==> src/rtl/adder_operand_ctrl.sv <==
// adder_operand_ctrl: sequences operand words into an external 4-bit adder and registers the sum.
// Defining ACCUM_MODE_EN turns it into an accumulator: one word per operation, op_a fed from the result.
module adder_operand_ctrl #(
    parameter int WIDTH = 4
) (
    input  logic             clk,
    input  logic             rst,
    input  logic             in_valid,
    output logic             in_ready,
    input  logic [WIDTH-1:0] in_data,
    output logic [WIDTH-1:0] op_a,
    output logic [WIDTH-1:0] op_b,
    input  logic [WIDTH-1:0] sum_in,
    output logic             out_valid,
    input  logic             out_ready,
    output logic [WIDTH-1:0] out_data,
    output logic             busy
);
    typedef enum logic [1:0] {IDLE, LOAD_B, ADD, HOLD} state_t;

    state_t           state_q, state_d;
    logic [WIDTH-1:0] b_q, b_d, res_q, res_d;
    logic             accept;
`ifndef ACCUM_MODE_EN
    logic [WIDTH-1:0] a_q, a_d;
`endif

    // reset gates in_ready directly so no word is offered a handshake while rst is high
    assign in_ready  = !rst && (state_q == IDLE || state_q == LOAD_B);
    assign accept    = in_valid && in_ready;
    assign out_valid = state_q == HOLD;
    assign out_data  = res_q;
    assign busy      = state_q != IDLE;
    assign op_b      = b_q;
`ifdef ACCUM_MODE_EN
    assign op_a      = res_q;
`else
    assign op_a      = a_q;
`endif

    always_comb begin
        state_d = state_q;
        b_d     = b_q;
        res_d   = res_q;
`ifndef ACCUM_MODE_EN
        a_d     = a_q;
`endif
        case (state_q)
            IDLE: if (accept) begin
`ifdef ACCUM_MODE_EN
                b_d     = in_data;
                state_d = ADD;
`else
                a_d     = in_data;
                state_d = LOAD_B;
`endif
            end
            LOAD_B: if (accept) begin
                b_d     = in_data;
                state_d = ADD;
            end
            ADD: begin
                res_d   = sum_in;
                state_d = HOLD;
            end
            default: if (out_ready) state_d = IDLE;
        endcase
    end

    always_ff @(posedge clk) begin
        if (rst) begin
            state_q <= IDLE;
            b_q     <= '0;
            res_q   <= '0;
`ifndef ACCUM_MODE_EN
            a_q     <= '0;
`endif
        end else begin
            state_q <= state_d;
            b_q     <= b_d;
            res_q   <= res_d;
`ifndef ACCUM_MODE_EN
            a_q     <= a_d;
`endif
        end
    end
endmodule

==> config.mk <==
export PLATFORM = sky130hd
export DESIGN_NAME = adder_operand_ctrl
export DESIGN_NICKNAME = d
export VERILOG_FILES = /design/src/rtl/adder_operand_ctrl.sv
export SDC_FILE = /design/constraint.sdc
export NUM_CORES = 1
export LEC_CHECK = 0
export ABC_AREA = 1
export CORE_UTILIZATION = 40
export DETAILED_ROUTE_END_ITERATION = 6
export PLACE_DENSITY = 0.76
export SLEW_MARGIN = 20
export SYNTH_ARGS = -nofsm -noshare
export SYNTH_HDL_FRONTEND = slang
export SYNTH_SLANG_ARGS = --single-unit
export TNS_END_PERCENT = 5
==> constraint.sdc <==
create_clock -name clk -period 2 [get_ports clk]
set_clock_uncertainty 0.05 [all_clocks]
set_input_delay 0.6 -clock clk [delete_from_list [all_inputs] [get_ports clk]]
set_output_delay 0.6 -clock clk [all_outputs]
set_load 0.01 [all_outputs]
==> results.yml, run 1 <==
synth:
  avgSynthCellArea_um2: 7.422
  ys_warn_count: 0
  async_flop_share_pct: 0
  synth.ff_latch_count: 14
  ys.flop_type: "dfxtp_1"
  syn_area_um2: 653.1
  yosysSeqAreaShare_pct: 42.91
  synth-edff-count: 0
  synth_area_leader_cell: "dfxtp_1"
  synthMostInstantiatedCell: "nor2_1"
  synth_area_leaders: "dfxtp_1, nor2_1, ha_1"
  synthTopCellsByCount: "nor2_1, dfxtp_1, nand2_1"
  syn_nets: 105
  synthCells: 88
  yosys.area.top_type_share_pct: 42.91
  synth_cell_type_count: 13
setup_path:
  crit_type: "flip-flop to output port"
  crit_path_end_kind: "output port"
  critical_path_depth: 4
  r2r-start: "state_q[0]"
  critPathMaxStageDelay_ns: 0.35
  critical_path.cell_chain: "inv_1 > ha_1 > inv_2 > dlygate4sd2_1"
  crit_end: "busy"
  reg2regPathDepth: 7
  crit_buf_inv: 3
  arrival_ns: 1.26
  ff2ff_setup_slack_ns: 0.68
  cp_max_fo: 4
  regToRegEndpoint: "state_q[0]"
  crit_path_top_delay_cell: "dfxtp_1"
  crit_start: "state_q[1]"
  cp-start-kind: "flip-flop"
  cpLargestDelayFamily: "buffers and inverters"
  required_ns: 1.35
layout:
  nets: 142
  area_growth_pct: 54.79
  multi_input_area_um2: 307.8
  area.sequential_um2: 281.5
  layout.cells.non_filler: 140
  fin_area_mm2: 0.001011
  drive_above_1_share_pct: 16.94
  fill_cells: 136
  antenna_cells: 0
place:
  place.gp.congestion: 0.7889
  hpwl_um: 1028
  placed_cells: 135
  io_buffers: 26
  place_area_um2: 973.4
floorplan:
  start_util_pct: 42.86
  die_h_um: 42.41
  core_mm2: 0.001524
  pin_count: 27
  rows: 14
  fp.dieArea_mm2: 0.001799
  fp.dieW_um: 42.41
clocking:
  cts_tree: "built"
  cts_buffer_depth: 2
  cts.clk_slew.worst_paths_ns: 0.09
  clkLatencyLatePin_ns: 0.29
  cts.htree.levels: 1
  numCtsBuffers: 3
  cts_sinks: 14
  ctsHoldBuffers: 0
  clockRootBuffer: "clkbuf_4"
sta:
  hold_slack_ns: 0.3942
  worst_slew_pin_slew_ns: 0.2065
  fin_crit_ns: 1.912
  relSlewSlack_pct: 86.19
  rsz0062_at_grt: "no"
  setup-violations-final: 0
  tns_ns: 0
  clock.fmax_mhz: 522.9
  hold_violations: 0
  slew_violations: 0
  fin_crit_sh_pct: 95.62
hold_path:
  hold_class: "flip-flop to flip-flop"
status:
  status: "complete, no violations"
power_and_ir_drop:
  ir_drop_v: 0.0006354
  total_power_mw: 1.156
  leakagePower_nw: 0.4761
  powerDensity_mw_per_mm2: 1144
grt:
  grt_max_degree: 9
  antenna_found_initial: 0
  grt_usage_pct: 17.56
  grt-ovfl-total: 0
  grt_pass1_wl_um: 2373
  grt_pass1_vias: 598
drt:
  via_per_inst: 4.600
  drc_errors: 0
  num_vias: 644
  wire_per_inst_um: 9.793
  dr.pass1.iters: 3
  postRouteAntennaNets: 0
  wl_um: 1371
  drtIter0Drc: 9
run:
  cap_violations: 0
## final cells by class
cell class | instances | area share [%]
Sequential cell | 14 | 27.85
Multi-Input combinational cell | 57 | 30.45
Clock buffer | 4 | 3.589
Timing Repair Buffer | 33 | 30.20
Tap cell | 16 | 1.980
Inverter | 16 | 5.941
## metrics by stage
step / setup WS [ns] / utilization, %
floorplan: 0.4380 / -
global placement: -0.3139 / 63.88
detailed placement: -0.3254 / 63.88
CTS: 0.05512 / 65.85
global route: 0.01882 / 66.34
finish: 0.08757 / 66.34
## logic make-up after synthesis
kind of cell,share of synthesized area [%]
and+or+nand+nor,24.71
buffers and inverters,9.960
AOI/OAI and AO/OA,12.84
adders and majority gates,9.579
DFF,42.91
## flip-flops by register name (all words and copies together) (netlist names)
signal    count
op_b          4
state_q       2
op_a          4
out_data      4
## how the worst min path moves through the flow
stage | start | to | slack, ns | cells past startpoint
2_1_floorplan | op_a[0] | op_a[0] | 0.42 | 2
3_3_place_gp | op_a[1] | op_a[1] | 0.38 | 2
3_5_place_dp | op_a[1] | op_a[1] | 0.38 | 2
4_1_cts | op_a[1] | op_a[1] | 0.40 | 2
5_1_grt | op_a[1] | op_a[1] | 0.43 | 2
6_report | op_a[1] | op_a[1] | 0.39 | 2
## power breakdown
| part | total, mW | internal, mW | switching [mW] | leakage [nW] |
|---|---|---|---|---|
| Clock | 0.209 | 0.111 | 0.0982 | 0.0210 |
| Sequential | 0.383 | 0.349 | 0.0344 | 0.115 |
| Combinational | 0.564 | 0.281 | 0.282 | 0.341 |
| Total | 1.16 | 0.741 | 0.415 | 0.476 |
## per-layer routing
| layer | GRT usage, % | vias to the layer above | share of wire (%) |
|---|---|---|---|
| met4 | 9.375 | 0 | 1.0 |
| met5 | 0 | - | 0 |
| met2 | 29.23 | 22 | 47 |
| met3 | 5.603 | 2 | 5.8 |
| met1 | 19.73 | 278 | 46 |
| li1 | - | 342 | - |
## cell usage in the layout (no fill, tap or decap), drive strengths merged, types with 2 or more instances in the layout
master	netlist	routed
dfxtp	14	14
nand2	15	15
buf	1	8
nor2	19	19
clkdlybuf4s50	0	23
dlygate4sd2	0	2
clkbuf	0	4
inv	16	16
ha	5	5
a21oi	7	7
o21ai	9	9
## tightest hold or removal path, cell delays in order, from the launching register on
cell and delay [ns]:
dfxtp_1 0.32, inv_1 0.04, a21oi_1 0.05
## repair_timing
item | 4_1_cts | 5_1_grt
endpoints found under the setup margin | 3 | 1
gates resized for setup | 7 | 0
setup buffers | 0 | 1
(Power assumes the default switching activity.)
==> run 2, diff against run 1 <==
--- a/config.mk
+++ b/config.mk
@@ -6,9 +6,10 @@
 export NUM_CORES = 1
 export LEC_CHECK = 0
 export ABC_AREA = 1
-export CORE_UTILIZATION = 40
+export CORE_UTILIZATION = 43
 export DETAILED_ROUTE_END_ITERATION = 6
-export PLACE_DENSITY = 0.76
+export PLACE_DENSITY = 0.8
+export SKIP_CTS_REPAIR_TIMING = 1
 export SLEW_MARGIN = 20
 export SYNTH_ARGS = -nofsm -noshare
 export SYNTH_HDL_FRONTEND = slang
==> results.yml, run 2 (synthesized netlist as in run 1, its figures left out) <==
drt:
  drtIter0Drc: 12
  postRouteAntennaNets: 0
  dr.pass1.iters: 3
  wire_per_inst_um: 9.777
  wl_um: 1359
  num_vias: 634
  via_per_inst: 4.561
  drc_errors: 0
clocking:
  cts_tree: "built"
  cts_buffer_depth: 2
  numCtsBuffers: 3
  cts.htree.levels: 1
  clockRootBuffer: "clkbuf_4"
  cts_sinks: 14
  clkLatencyLatePin_ns: 0.28
  cts.clk_slew.worst_paths_ns: 0.09
floorplan:
  rows: 13
  core_mm2: 0.001350
  pin_count: 27
  fp.dieArea_mm2: 0.001679
  fp.dieW_um: 40.98
  die_h_um: 40.98
  start_util_pct: 48.38
grt:
  grt_pass1_vias: 563
  grt_pass1_wl_um: 2208
  grt-ovfl-total: 0
  grt_max_degree: 9
  antenna_found_initial: 0
  grt_usage_pct: 20.16
layout:
  most-common-layout-cells: "clkdlybuf4s50_1, nor2_1, nand2_1"
  fin_area_mm2: 0.001027
  drive_above_1_share_pct: 16.13
  nets: 142
  layout.cells.non_filler: 139
  area_growth_pct: 57.28
  final_common_cell: "clkdlybuf4s50_1"
  antenna_cells: 0
  fill_cells: 107
setup_path:
  required_ns: 1.35
  cp_max_fo: 2
  crit_path_end_kind: "output port"
  critPathMaxStageDelay_ns: 0.44
  crit_path_top_delay_cell: "clkdlybuf4s50_1"
  crit_type: "input pin to output port"
  arrival_ns: 1.31
  critical_path.cell_chain: "clkdlybuf4s50_1 > a21oi_1 > dlymetal6s2s_1"
  cp-start-kind: "input pin"
sta:
  slew_violations: 0
  relSlewSlack_pct: 86.33
  clock.fmax_mhz: 509.5
  setup-violations-final: 0
  fin_crit_ns: 1.963
  rsz0062_at_grt: "no"
  layout_setup_ws_ns: 0.03716
  fin_crit_sh_pct: 98.14
  hold_violations: 0
  worst_slew_pin_slew_ns: 0.2044
power_and_ir_drop:
  powerDensity_mw_per_mm2: 1144
  total_power_mw: 1.175
  leakagePower_nw: 0.5111
  ir_drop_v: 0.0006885
place:
  io_buffers: 26
  placed_cells: 135
  place_area_um2: 979.7
  place.gp.congestion: 0.8357
  hpwl_um: 1058
  pre_cts_ws_ns: -0.3532
status:
  status: "complete, no violations"
hold_path:
  hold_class: "flip-flop to flip-flop"
run:
  cap_violations: 0
[run 2: cell types whose count changed in the layout (fill, tap and decap cells not counted), sizes merged]
cell / previous run / this run
dlygate4sd2: 2 / 0
dlymetal6s2s: 0 / 3
buf: 8 / 7
[run 2: path summary, 6_finish.rpt]
path              cells past startpoint        from         end  slack (ns)
setup / recovery                      3         rst    in_ready        0.04
hold / removal                        2     op_a[2]     op_a[2]        0.39
setup reg to reg                     10  state_q[0]  state_q[0]        0.61
hold reg to reg                       2     op_a[2]     op_a[2]        0.39
[run 2: power breakdown]
group / total [mW] / leakage [nW] / internal [mW] / switching, mW
logic: 0.579 / 0.375 / 0.300 / 0.279
registers: 0.389 / 0.115 / 0.352 / 0.0374
clock network: 0.208 / 0.0210 / 0.111 / 0.0970
[run 2: worst max-delay path: cells and delay by family]
kind / cells / cell delay (ns)
buf+inv: 2 / 0.60
compound gates: 1 / 0.11
[run 2: cell type report]
class	instances	area, um2	share of cell area, %
clock buffers	4	36.28	3.532
inverters	16	60.06	5.847
multi-input cells	57	307.8	29.96
flip-flops and latches	14	284.0	27.65
well taps	15	18.77	1.827
repair buffers	33	320.3	31.18
[run 2: stage by stage]
stage	TNS [ns]	utilization [%]	hold WS (ns)
after global routing	0	76.09	0.4306
after CTS	-0.6681	75.25	0.3990
after detailed placement	-0.3532	72.57	0.3847
after floorplan	0	-	0.4178
final	0	76.09	0.3944
after global placement	-0.3144	72.57	0.3795
[run 2: per-layer routing]
layer	global-route usage, %	routed length (um)
met4	9.167	17
met3	5.978	84
met1	22.70	599
met5	0	0
met2	34.38	658
==> run 3, diff against run 2 <==
--- a/config.mk
+++ b/config.mk
@@ -9,6 +9,7 @@
 export CORE_UTILIZATION = 43
 export DETAILED_ROUTE_END_ITERATION = 6
 export PLACE_DENSITY = 0.8
+export SETUP_SLACK_MARGIN = 0.4
 export SKIP_CTS_REPAIR_TIMING = 1
 export SLEW_MARGIN = 20
 export SYNTH_ARGS = -nofsm -noshare
==> results.yml, run 3 (synthesized netlist as in run 1, its figures left out) <==
floorplan:
  fp.dieArea_mm2: 0.001679
  core_mm2: 0.001350
  die_h_um: 40.98
  fp.dieW_um: 40.98
  pin_count: 27
  rows: 13
  start_util_pct: 48.38
setup_path:
  required_ns: 1.35
  regToRegEndpoint: "state_q[0]"
  cp_max_fo: 2
  crit_type: "flip-flop to output port"
  ff2ff_setup_slack_ns: 0.55
  reg2regPathDepth: 10
  cp-start-kind: "flip-flop"
  arrival_ns: 1.21
  crit_path_end_kind: "output port"
  r2r-start: "state_q[1]"
power_and_ir_drop:
  power.internal_mw: 0.7864
  powerDensity_mw_per_mm2: 1173
  leakagePower_nw: 0.5347
  p_switching_mw: 0.4390
  combPwrFrac_pct: 51.2
  p_seq_share_pct: 31.8
  clkPwrFrac_pct: 17.0
  p_sw_share_pct: 35.82
  ir_drop_v: 0.0007520
grt:
  antenna_found_initial: 0
  grt-ovfl-total: 0
  grt_pass1_wl_um: 2208
  grt_usage_pct: 20.16
  grt_pass1_vias: 563
  grt_max_degree: 9
clocking:
  numCtsBuffers: 3
  clkLatencyLatePin_ns: 0.28
  cts_buffer_depth: 2
  cts_sinks: 14
  clockRootBuffer: "clkbuf_4"
  cts.htree.levels: 1
  cts_tree: "built"
  cts.clk_slew.worst_paths_ns: 0.09
layout:
  fill_cells: 109
  nets: 144
  drive_above_1_share_pct: 21.43
  most-common-layout-cells: "clkdlybuf4s50_1, nor2_1, nand2_1"
  area_growth_pct: 59.96
  antenna_cells: 0
  final_common_cell: "clkdlybuf4s50_1"
  layout.cells.non_filler: 141
  final_util_pct: 77.39
sta:
  slew_violations: 0
  clock.fmax_mhz: 538.0
  rsz0062_at_grt: "yes"
  hold_violations: 0
  fin_crit_ns: 1.859
  worst_slew_pin_slew_ns: 0.2043
  tns_ns: 0
  relSlewSlack_pct: 86.33
  setup-violations-final: 0
  hold_slack_ns: 0.3943
  fin_crit_sh_pct: 92.93
status:
  status: "complete, no violations"
drt:
  wire_per_inst_um: 10.72
  wl_um: 1511
  dr.pass1.iters: 3
  drtIter0Drc: 18
  drc_errors: 0
  postRouteAntennaNets: 0
  num_vias: 660
  via_per_inst: 4.681
place:
  io_buffers: 26
  placed_cells: 135
  place.gp.congestion: 0.8357
  hpwl_um: 1058
run:
  cap_violations: 0
hold_path:
  min_to: "op_a[2]"
  hp-start: "op_a[2]"
  whs_path_depth: 2
  hold_class: "flip-flop to flip-flop"
-- run 3: worst max path at each step --
stage	depth (start not counted)	end	start	slack, ns
final	5	in_ready	state_q[1]	0.14
after global routing	5	in_ready	state_q[1]	0.11
after CTS	3	in_ready	rst	-0.35
after detailed placement	3	in_ready	rst	-0.35
after global placement	3	in_ready	rst	-0.31
after floorplan	4	in_ready	state_q[0]	0.44
-- run 3: power groups by stage --
stage               registers, mW  logic (mW)  clock network, mW
finish                      0.390       0.627              0.208
global route                0.401       0.691              0.226
CTS                         0.385       0.588              0.216
detailed placement          0.390       0.584                  0
global placement            0.389       0.577                  0
floorplan                   0.418       0.270                  0
-- run 3: critical path, cell delays in order, from the launching register on --
cell and delay, ns:
dfxtp_1 0.33, inv_2 0.07, ha_2 0.18, inv_2 0.04
a21oi_1 0.15, buf_2 0.15
-- run 3: area by class of cell --
cell class / instances / area [um2] / share of cell area, %
inverter: 16 / 60.06 / 5.749
clock buffer: 4 / 36.28 / 3.473
tap: 15 / 18.77 / 1.796
sequential: 14 / 284.0 / 27.19
timing repair buffer: 35 / 332.8 / 31.86
multi-input combinational: 57 / 312.8 / 29.94
-- run 3: metal layers --
layer	wire length, um	part of all wire, %	vias up	track usage (%)
met5	0	0	-	0
met3	92	6.1	6	5.978
met2	729	48	22	34.38
li1	-	-	345	-
met1	664	44	287	22.70
met4	25	1.7	0	9.167
-- run 3: through the flow --
step,setup WS (ns),instance area (um2),power [mW]
after floorplan,0.4380,653.1,0.6888
after global placement,-0.3144,979.7,0.9662
after detailed placement,-0.3532,979.7,0.9742
after CTS,-0.3532,1016,1.190
after global routing,0.1094,1045,1.318
final,0.1414,1045,1.225
